File: config.mk
export PLATFORM = sky130hd
export DESIGN_NAME = traffic_light_controller
export DESIGN_NICKNAME = d
export VERILOG_FILES = /design/src/rtl/traffic_light_controller.sv
export SDC_FILE = /design/constraint.sdc
export NUM_CORES = 1
export LEC_CHECK = 0
export ABC_CLOCK_PERIOD_IN_PS = 3500
export BUFFER_PORTS_ARGS = -buffer_cell sky130_fd_sc_hd__clkbuf_2
export CORE_MARGIN = 8
export CORE_UTILIZATION = 39
export CTS_CLUSTER_DIAMETER = 80
export DETAILED_ROUTE_END_ITERATION = 6
export GPL_TIMING_DRIVEN = 0
export SLEW_MARGIN = 30
export SYNTH_ARGS = -nofsm -noshare
export SYNTH_HDL_FRONTEND = slang
export SYNTH_SLANG_ARGS = --single-unit
File: constraint.sdc
create_clock -name clk -period 3.5 [get_ports clk]
set_input_delay 0.35 -clock clk [delete_from_list [all_inputs] [get_ports clk]]
set_output_delay 0.35 -clock clk [all_outputs]
set_load 0.005 [all_outputs]
File: src/rtl/traffic_light_controller.sv
// traffic_light_controller
//   Single-approach vehicle signal cycling RED -> GREEN -> YELLOW on per-phase
//   cycle timers, with an optional latched pedestrian request that inserts a
//   PED_WALK phase after RED and can cut GREEN short once MIN_GREEN has elapsed.
//
//   Build option: define TLC_PED_EN to compile in the pedestrian logic. Without
//   it the request latch is tied to 0, the button is ignored and PED_WALK is
//   unreachable (a stray 11 code falls back to RED).
//
// Ports
//   clk                in   single clock, rising edge
//   rst                in   synchronous active-high reset
//   pedestrian_button  in   debounced request level, sampled every edge
//   current_state[1:0] out  00 RED, 01 GREEN, 10 YELLOW, 11 PED_WALK
//   red/yellow/green   out  lamp drives, one-hot decode of the state register
module traffic_light_controller #(
  parameter int unsigned RED_TIME    = 6,
  parameter int unsigned GREEN_TIME  = 8,
  parameter int unsigned YELLOW_TIME = 3,
  parameter int unsigned PED_TIME    = 5,
  parameter int unsigned MIN_GREEN   = 2
) (
  input  logic       clk,
  input  logic       rst,
  input  logic       pedestrian_button,
  output logic [1:0] current_state,
  output logic       red,
  output logic       yellow,
  output logic       green
);

  typedef enum logic [1:0] {
    S_RED    = 2'b00,
    S_GREEN  = 2'b01,
    S_YELLOW = 2'b10,
    S_PED    = 2'b11
  } state_e;

  // Timer value seen on the final cycle of each phase.
  localparam logic [7:0] RED_LAST    = 8'(RED_TIME - 1);
  localparam logic [7:0] GREEN_LAST  = 8'(GREEN_TIME - 1);
  localparam logic [7:0] YELLOW_LAST = 8'(YELLOW_TIME - 1);
  localparam logic [7:0] MIN_LAST    = 8'(MIN_GREEN - 1);
`ifdef TLC_PED_EN
  localparam logic [7:0] PED_LAST    = 8'(PED_TIME - 1);
`endif

  state_e     state_q, state_d;
  logic [7:0] timer_q, timer_d;
  logic       ped_req_q, ped_req_d;

  always_comb begin
    state_d = state_q;
    unique case (state_q)
      S_RED: begin
        if (timer_q == RED_LAST) state_d = ped_req_q ? S_PED : S_GREEN;
      end
      S_GREEN: begin
        // A pending request may end GREEN once the minimum has been served.
        if (timer_q == GREEN_LAST || (ped_req_q && timer_q >= MIN_LAST))
          state_d = S_YELLOW;
      end
      S_YELLOW: begin
        if (timer_q == YELLOW_LAST) state_d = S_RED;
      end
      S_PED: begin
`ifdef TLC_PED_EN
        if (timer_q == PED_LAST) state_d = S_GREEN;
`else
        state_d = S_RED;
`endif
      end
      default: state_d = S_RED;
    endcase

    // Timer restarts at 0 on every phase change.
    timer_d = (state_d != state_q) ? 8'd0 : timer_q + 8'd1;

`ifdef TLC_PED_EN
    // Latch is forced low while walking and on the entry edge, so a press
    // coincident with PED_WALK entry is dropped rather than re-queued.
    if (state_q == S_PED || state_d == S_PED) ped_req_d = 1'b0;
    else                                      ped_req_d = ped_req_q | pedestrian_button;
`else
    ped_req_d = 1'b0;
`endif
  end

`ifndef TLC_PED_EN
  logic unused_button;
  assign unused_button = pedestrian_button;
`endif

  always_ff @(posedge clk) begin
    if (rst) begin
      state_q   <= S_RED;
      timer_q   <= 8'd0;
      ped_req_q <= 1'b0;
    end else begin
      state_q   <= state_d;
      timer_q   <= timer_d;
      ped_req_q <= ped_req_d;
    end
  end

  assign current_state = state_q;
  assign red           = (state_q == S_RED) || (state_q == S_PED);
  assign yellow        = (state_q == S_YELLOW);
  assign green         = (state_q == S_GREEN);

endmodule

==> results by group, run 1 <==
Run status
  • Status: completed

Placed design
  • PortBufs: 6
  • Final Wtd Congestion: slightly below 0.8
  • Dpl cells: 98
  • Pre-CTS setup slack: 1.581 ns
  • DP HPWL: 1023 µm

Timing
  • Fmax: 523.2 MHz
  • Fin Setup TNS: 0 ns
  • PnR worst setup slack: 1.589 ns
  • Min Tclk post-route: 1.911 ns
  • Fin crit share: a little over half
  • Clock Skews: 0.003881 ns
  • Max-slew violations: 0
  • Final Hold Fails: 0
  • Least-Margin Pin Slew: 0.4149 ns
  • Unrepaired setup endpoints after global routing: false
  • Finish-stage setup viols: 0
  • Relative slew slack: 72.15%

Logic synthesis
  • Cell count after synthesis: between 70 and 80
  • Yosys cell types: 27
  • Most instantiated cells after synthesis: 10 x dfxtp_1, 8 x nor3_1, 7 x inv_1
  • Ranking of synthesized cells by area: dfxtp_1 30%, ha_1 11%, nor3_1 5.9%
  • Main combinational cell family by area after synthesis: simple AND/OR/NAND/NOR gates
  • Mapped cell area: 673.1 µm²
  • Synth top area share: 29.74%
  • Synth Area in Simple Gates: 27.70%
  • Post-synth EDFFs: 0
  • Syn Nets: 84
  • Post-synthesis mux area share: 0%
  • Ys async rst share: 0%
  • Yosys warning total: 0
  • Post-Synth Adder-Cell Area: 11.15%
  • Synth Register Bits: 10
  • Post-synth top flop: dfxtp_1
  • Sequential area share after synthesis: between 20 and 30%
  • Synth Area in Compound Gates: 14.13%
  • Synth Area per Inst: 8.975 µm²
  • Post-synth top area cell: dfxtp_1
  • Top-count cell post-synth: dfxtp_1
  • Xor/xnor share of the synthesized area: 7.807%

Clock tree
  • Clk sinks: 10
  • Clock-pin slew on the worst setup and hold paths: 0.07 ns
  • # Post-CTS Setup Buffers: 0
  • CTS H-Tree Depth: 1
  • Clock tree from TritonCTS: built
  • # resized after CTS: 0
  • CTS max path bufs: 2
  • CTS Buf Count: 3
  • CTS hold repair buffers: 0
  • Worst-skew pair later-pin latency: 0.27 ns
  • Root buf cell: clkbuf_4

Critical path
  • Reg-to-Reg End: timer_q[7]$_SDFF_PP0_
  • Reg2Reg Launch Point: current_state[1]$_SDFF_PP0_
  • Crit path DAT: 2.05 ns
  • CP Capture Type: flop
  • Setup crit end: timer_q[7]$_SDFF_PP0_
  • Critical Path RT: 3.64 ns
  • Reg2reg setup slack: around 1.6 ns
  • CP Max Fanout: 9
  • Critical path launch point: current_state[1]$_SDFF_PP0_
  • CP Launch Type: flop
  • Cell count of the worst reg-to-reg path: 7
  • CP Class: reg2reg

Layout
  • Layout cells sized above 1: 18.82%
  • Register Area: around 200 µm²
  • Area used by multi-input combinational logic: 409.1 µm²
  • Ant diodes: 0
  • NumNets Final: 95
  • Final-layout fill cell count: 158
  • Area Growth Syn to Fin: 13.01%
  • Post-route non-filler standard cell count: 102

Global route
  • Vias in the first global route: 571
  • Pin count of the biggest net entering global routing: 11
  • Gr usage total: 9.480%
  • First-pass GRT wire length: 2449 µm
  • Global route overflow: 0
  • Initial antenna violation count: 0

Worst hold path
  • Hold Path Class: in2reg

Drt
  • DRT antenna net count: 0
  • Initial drt markers: 23
  • Vias per inst: 5.735
  • Via count: 585
  • Post-DR wirelength/cell: between 10 and 15 µm
  • Drt pass-1 iters: 4
  • Remaining DRCs: 0
  • Final WL: 1332 µm

Floorplan
  • Initial core utilization: 40.30%
  • Full die area: 0.003311 mm²
  • DIE HEIGHT: 57.55 µm
  • Core area: 0.001670 mm²
  • Number of I/O pins: 8
  • Rows: 15
  • Die Wd: 57.55 µm

Pwr
  • Pwr/cell area: 353.6 mW/mm²
  • Leak: 0.0002906 µW
  • Peak supply drop: 0.1392 mV

Run
  • Max Cap Viol: 0
## how the worst min path moves through the flow
stage / startpoint / to / cells past startpoint / slack, ns
2_1_floorplan: rst / current_state[1]$_SDFF_PP0_ / 1 / 0.42
3_3_place_gp: timer_q[0]$_SDFF_PP0_ / timer_q[0]$_SDFF_PP0_ / 1 / 0.50
3_5_place_dp: timer_q[0]$_SDFF_PP0_ / timer_q[0]$_SDFF_PP0_ / 1 / 0.51
4_1_cts: rst / current_state[1]$_SDFF_PP0_ / 2 / 0.32
5_1_grt: rst / current_state[1]$_SDFF_PP0_ / 2 / 0.33
6_report: rst / current_state[1]$_SDFF_PP0_ / 2 / 0.31
## power by group
part,internal [µW],switching [µW]
registers,119,4.92
clock network,63.2,44.6
logic,17.7,19.7
## kinds of logic (layout without fill, tap and decap cells)
family	Yosys count	count (layout)
adder cells (fa/ha/maj)	6	6
XOR/XNOR	6	6
flip-flops	10	10
AND/OR/NAND/NOR	33	33
AO/OA/AOI/OAI	10	10
buffers and inverters	10	20
## worst max-delay path, cell delays in order, from the launching register on
cell and delay [ns]:
dfxtp_1 0.44, inv_1 0.11, ha_1 0.20, buf_6 0.14, nor4_1 0.26, a2111oi_2 0.15
a211oi_4 0.37, nor3_1 0.11
## layer usage
| layer | vias up | wire length, µm | global-route usage (%) |
|---|---|---|---|
| li1 | 295 | - | - |
| met1 | 278 | 610 | 10.65 |
| met2 | 8 | 642 | 15.11 |
| met3 | 4 | 49 | 3.363 |
| met4 | 0 | 29 | 5.357 |
| met5 | - | 0 | 0 |
## metrics by stage
step           cell area, µm²  hold slack [ns]  total power, µW  util [%]
2_1_floorplan           673.1           0.4191            154.6         -
3_3_place_gp            724.4           0.5038            163.4     43.37
3_5_place_dp            724.4           0.5140            164.0     43.37
4_1_cts                 760.7           0.3171            271.5     45.54
5_1_grt                 760.7           0.3315            283.4     45.54
6_report                760.7           0.3133            269.0     45.54
## registers in the layout, indices dropped and copies added, names as in the netlist
name and cells:
current_state 2, timer_q 8
## cell type report
class                   count  area share [%]
flip-flops and latches     10           26.32
clock buffers               4           4.770
inverters                   7           3.454
multi-input cells          55           53.78
plain buffers               3           4.934
well taps                  17           2.796
repair buffers              6           3.947
## cell usage in the layout (no fill, tap or decap), drive strengths merged
| cell type | Yosys | layout |
|---|---|---|
| a31oi | 1 | 1 |
| nor4bb | 2 | 2 |
| inv | 7 | 7 |
| buf | 3 | 3 |
| a2111oi | 1 | 1 |
| nand2 | 2 | 2 |
| and3 | 4 | 4 |
| a21oi | 1 | 1 |
| nor2 | 4 | 4 |
| nor2b | 1 | 1 |
| clkbuf | 0 | 10 |
| nor4 | 2 | 2 |
| o2111ai | 1 | 1 |
| ha | 6 | 6 |
| a211oi | 3 | 3 |
| dfxtp | 10 | 10 |
| nor3b | 1 | 1 |
| xnor2 | 2 | 2 |
| nor3 | 9 | 9 |
| o211ai | 1 | 1 |
| xor2 | 4 | 4 |
| a311oi | 1 | 1 |
| a211o | 1 | 1 |
| nand4 | 2 | 2 |
| nand3 | 6 | 6 |
No activity file was read; power rests on OpenSTA's default activity.
==> run 2, diff against run 1 <==
ABC_AREA = 1   (was default)
ABC_CLOCK_PERIOD_IN_PS = 1900   (was 3500)
clock period = 1.9 ns   (was 3.5 ns; I/O delays follow)
==> results by group, run 2 <==
Clock tree
  • CTS Buf Count: 3 (unchanged)
  • Clock-pin slew on the worst setup and hold paths: 0.07 ns (about the same)
  • Clock tree from TritonCTS: built
  • Clk sinks: 10 (unchanged)
  • Worst-skew pair later-pin latency: 0.28 ns (about the same)
  • CTS max path bufs: 2 (unchanged)
  • Root buf cell: clkbuf_4
  • # resized after CTS: 0 (unchanged)
  • CTS H-Tree Depth: 1 (unchanged)
  • CTS hold repair buffers: 0 (unchanged)
  • # Post-CTS Setup Buffers: 0 (unchanged)

Pwr
  • Switching power: 120.7 µW (+74%)
  • Leak: 0.0002832 µW (-2.5%)
  • Internal: 355.2 µW (+78%)
  • Sw frac: 25.37% (-0.36 points)
  • Clock power share: 42.1% (+2.0 points)
  • Sequential power share: 48.6% (+2.6 points)
  • Pwr/cell area: 724.5 mW/mm² (+100%)
  • Logic pwr share: 9.3% (-4.6 points)
  • Peak supply drop: 0.3802 mV (+170%)

Layout
  • Max reg flops: 8 (unchanged)
  • Layout cells sized above 1: 16.87% (-2.0 points)
  • Final-layout fill cell count: 154 (-2.5%)
  • Area Growth Syn to Fin: 15.13%
  • Ant diodes: 0 (unchanged)
  • Post-route non-filler standard cell count: 99 (-2.9%)
  • Fin area: 656.9 µm² (-14%)
  • Largest Register: timer_q
  • Most frequent cells in the layout: 16 x nor2_1, 10 x nand2_1, 10 x dfxtp_1
  • Most common cell after layout, fill and taps aside: nor2_1
  • Finished Core Util: 45.73% (+0.19 points)
  • NumNets Final: 93 (-2.1%)

Critical path
  • CP Class: reg2reg
  • Family with the most delay on the worst path: simple AND/OR/NAND/NOR gates
  • CP Max Fanout: 8 (-1)
  • Worst path bufs/invs: 0 (-2)
  • Crit path DAT: 1.68 ns (-0.37 ns)
  • CP Cell Sequence: ha_1 > nand3_1 > o21ai_0 > nand3_1 > nand3_1 > nand2_1 > nand3_4 > nor2_1
  • Crit path max-delay cell type: dfxtp_1
  • Critical path's most frequent cell: nand3_1
  • CP Launch Type: flop
  • CP Capture Type: flop
  • Crit-path max cell delay: 0.40 ns (-0.04 ns)
  • Critical Path RT: 2.07 ns (-1.57 ns)

Global route
  • Gr usage total: 8.420% (-1.1 points)
  • Vias in the first global route: 468 (-18%)
  • Pin count of the biggest net entering global routing: 9 (-2)
  • First-pass GRT wire length: 1780 µm (-27%)
  • Initial antenna violation count: 0 (unchanged)
  • Global route overflow: 0 (unchanged)

Logic synthesis
  • Sequential area share after synthesis: 35.09% (+5.3 points)
  • Post-synth EDFFs: 0 (unchanged)
  • Post-synth top flop: dfxtp_1
  • Yosys warning total: 0 (unchanged)
  • Yosys cell types: 15 (-44%)
  • Post-synth top area cell: dfxtp_1
  • Ranking of synthesized cells by area: dfxtp_1 35%, ha_1 13%, nor2_1 11%
  • Syn Nets: 82 (-2.4%)
  • Top-count cell post-synth: nor2_1
  • Mapped cell area: 570.5 µm² (-15%)
  • Synth Register Bits: 10 (unchanged)
  • Cell count after synthesis: 73 (-2.7%)
  • Ys async rst share: 0% (unchanged)
  • Most instantiated cells after synthesis: 16 x nor2_1, 10 x dfxtp_1, 10 x nand2_1
  • Synth Area per Inst: 7.816 µm² (-13%)
  • Synth top area share: 35.09% (+5.3 points)

Drt
  • Via count: 471 (-19%)
  • Drt pass-1 iters: 4 (unchanged)
  • DRT antenna net count: 0 (unchanged)
  • Initial drt markers: 4 (-83%)
  • Vias per inst: 4.758 (-17%)
  • Final WL: 977 µm (-27%)
  • Post-DR wirelength/cell: 9.869 µm (-24%)
  • Remaining DRCs: 0 (unchanged)

Timing
  • Finish-stage setup viols: 0 (unchanged)
  • Max-slew violations: 0 (unchanged)
  • Fin Setup TNS: 0 ns (unchanged)
  • Fmax: 663.1 MHz (+27%)
  • Least-Margin Pin Slew: 0.2048 ns (-0.2102 ns)
  • PnR worst setup slack: 0.3920 ns (-1.197 ns)
  • Clock Skews: 0.001757 ns (-0.002125 ns)
  • Fin crit share: 79.37% (+25 points)
  • Min Tclk post-route: 1.508 ns (-0.4033 ns)
  • Relative slew slack: 86.33% (+14 points)
  • Final Hold Fails: 0 (unchanged)
  • Unrepaired setup endpoints after global routing: false

Placed design
  • PortBufs: 6 (unchanged)
  • Placed instance area: 620.6 µm² (-14%)
  • Dpl cells: 95 (-3.1%)
  • Pre-CTS setup slack: 0.4067 ns (-1.175 ns)
  • Final Wtd Congestion: 0.7637 (-0.74%)
  • DP HPWL: 753.1 µm (-26%)

Run
  • Max Cap Viol: 0 (unchanged)

Floorplan
  • DIE HEIGHT: 54.25 µm (-5.7%)
  • Full die area: 0.002943 mm² (-11%)
  • Rows: 14 (-1)
  • Core area: 0.001436 mm² (-14%)
  • Die Wd: 54.25 µm (-5.7%)
  • Initial core utilization: 39.72% (-0.58 points)
  • Number of I/O pins: 8 (unchanged)

Run status
  • Status: completed

Worst hold path
  • Hold Path Class: in2reg
## run 2: per-stage QoR
stage               hold slack [ns]  power (µW)
floorplan                    0.2591       269.2
global placement             0.3673       280.7
detailed placement           0.3721       281.5
CTS                         0.07647       482.8
global route                0.09721       496.1
finish                      0.07778       475.9
## run 2: final timing paths
kind                               from                          end  slack [ns]  cells past startpoint
setup / recovery  timer_q[0]$_SDFF_PP0_        timer_q[0]$_SDFF_PP0_        0.39                      8
hold / removal                      rst  current_state[1]$_SDFF_PP0_        0.08                      2
setup reg to reg  timer_q[0]$_SDFF_PP0_        timer_q[0]$_SDFF_PP0_        0.39                      8
hold reg to reg   timer_q[0]$_SDFF_PP0_        timer_q[0]$_SDFF_PP0_        0.49                      1
## run 2: layout make-up
class | instances | area (µm²) | area share, %
Inverter | 9 | 33.78 | 5.143
Clock buffer | 4 | 36.28 | 5.524
Sequential cell | 10 | 200.2 | 30.48
Timing Repair Buffer | 6 | 30.03 | 4.571
Multi-Input combinational cell | 54 | 336.6 | 51.24
Tap cell | 16 | 20.02 | 3.048
## run 2: cells by family after synthesis
| kind of cell | after synthesis | synth area share [%] |
|---|---|---|
| flops | 10 | 35.09 |
| xor+xnor | 6 | 9.212 |
| compound gates | 4 | 3.507 |
| simple gates | 38 | 33.12 |
| buf+inv | 9 | 5.921 |
| fa+ha+maj | 6 | 13.16 |
## run 2: per-layer routing
metal	part of all wire (%)	track usage (%)	up-vias
li1	-	-	250
met1	49	9.077	210
met2	44	12.60	6
met3	3.5	3.261	5
met4	3.6	7.377	0
met5	0	0	-
## run 2: power groups by stage
stage / Sequential [µW] / Combinational, µW / Clock (µW)
2_1_floorplan: 234 / 35.2 / 0
3_3_place_gp: 236 / 44.9 / 0
3_5_place_dp: 236 / 45.4 / 0
4_1_cts: 231 / 45.7 / 206
5_1_grt: 233 / 54.1 / 209
6_report: 231 / 44.4 / 200
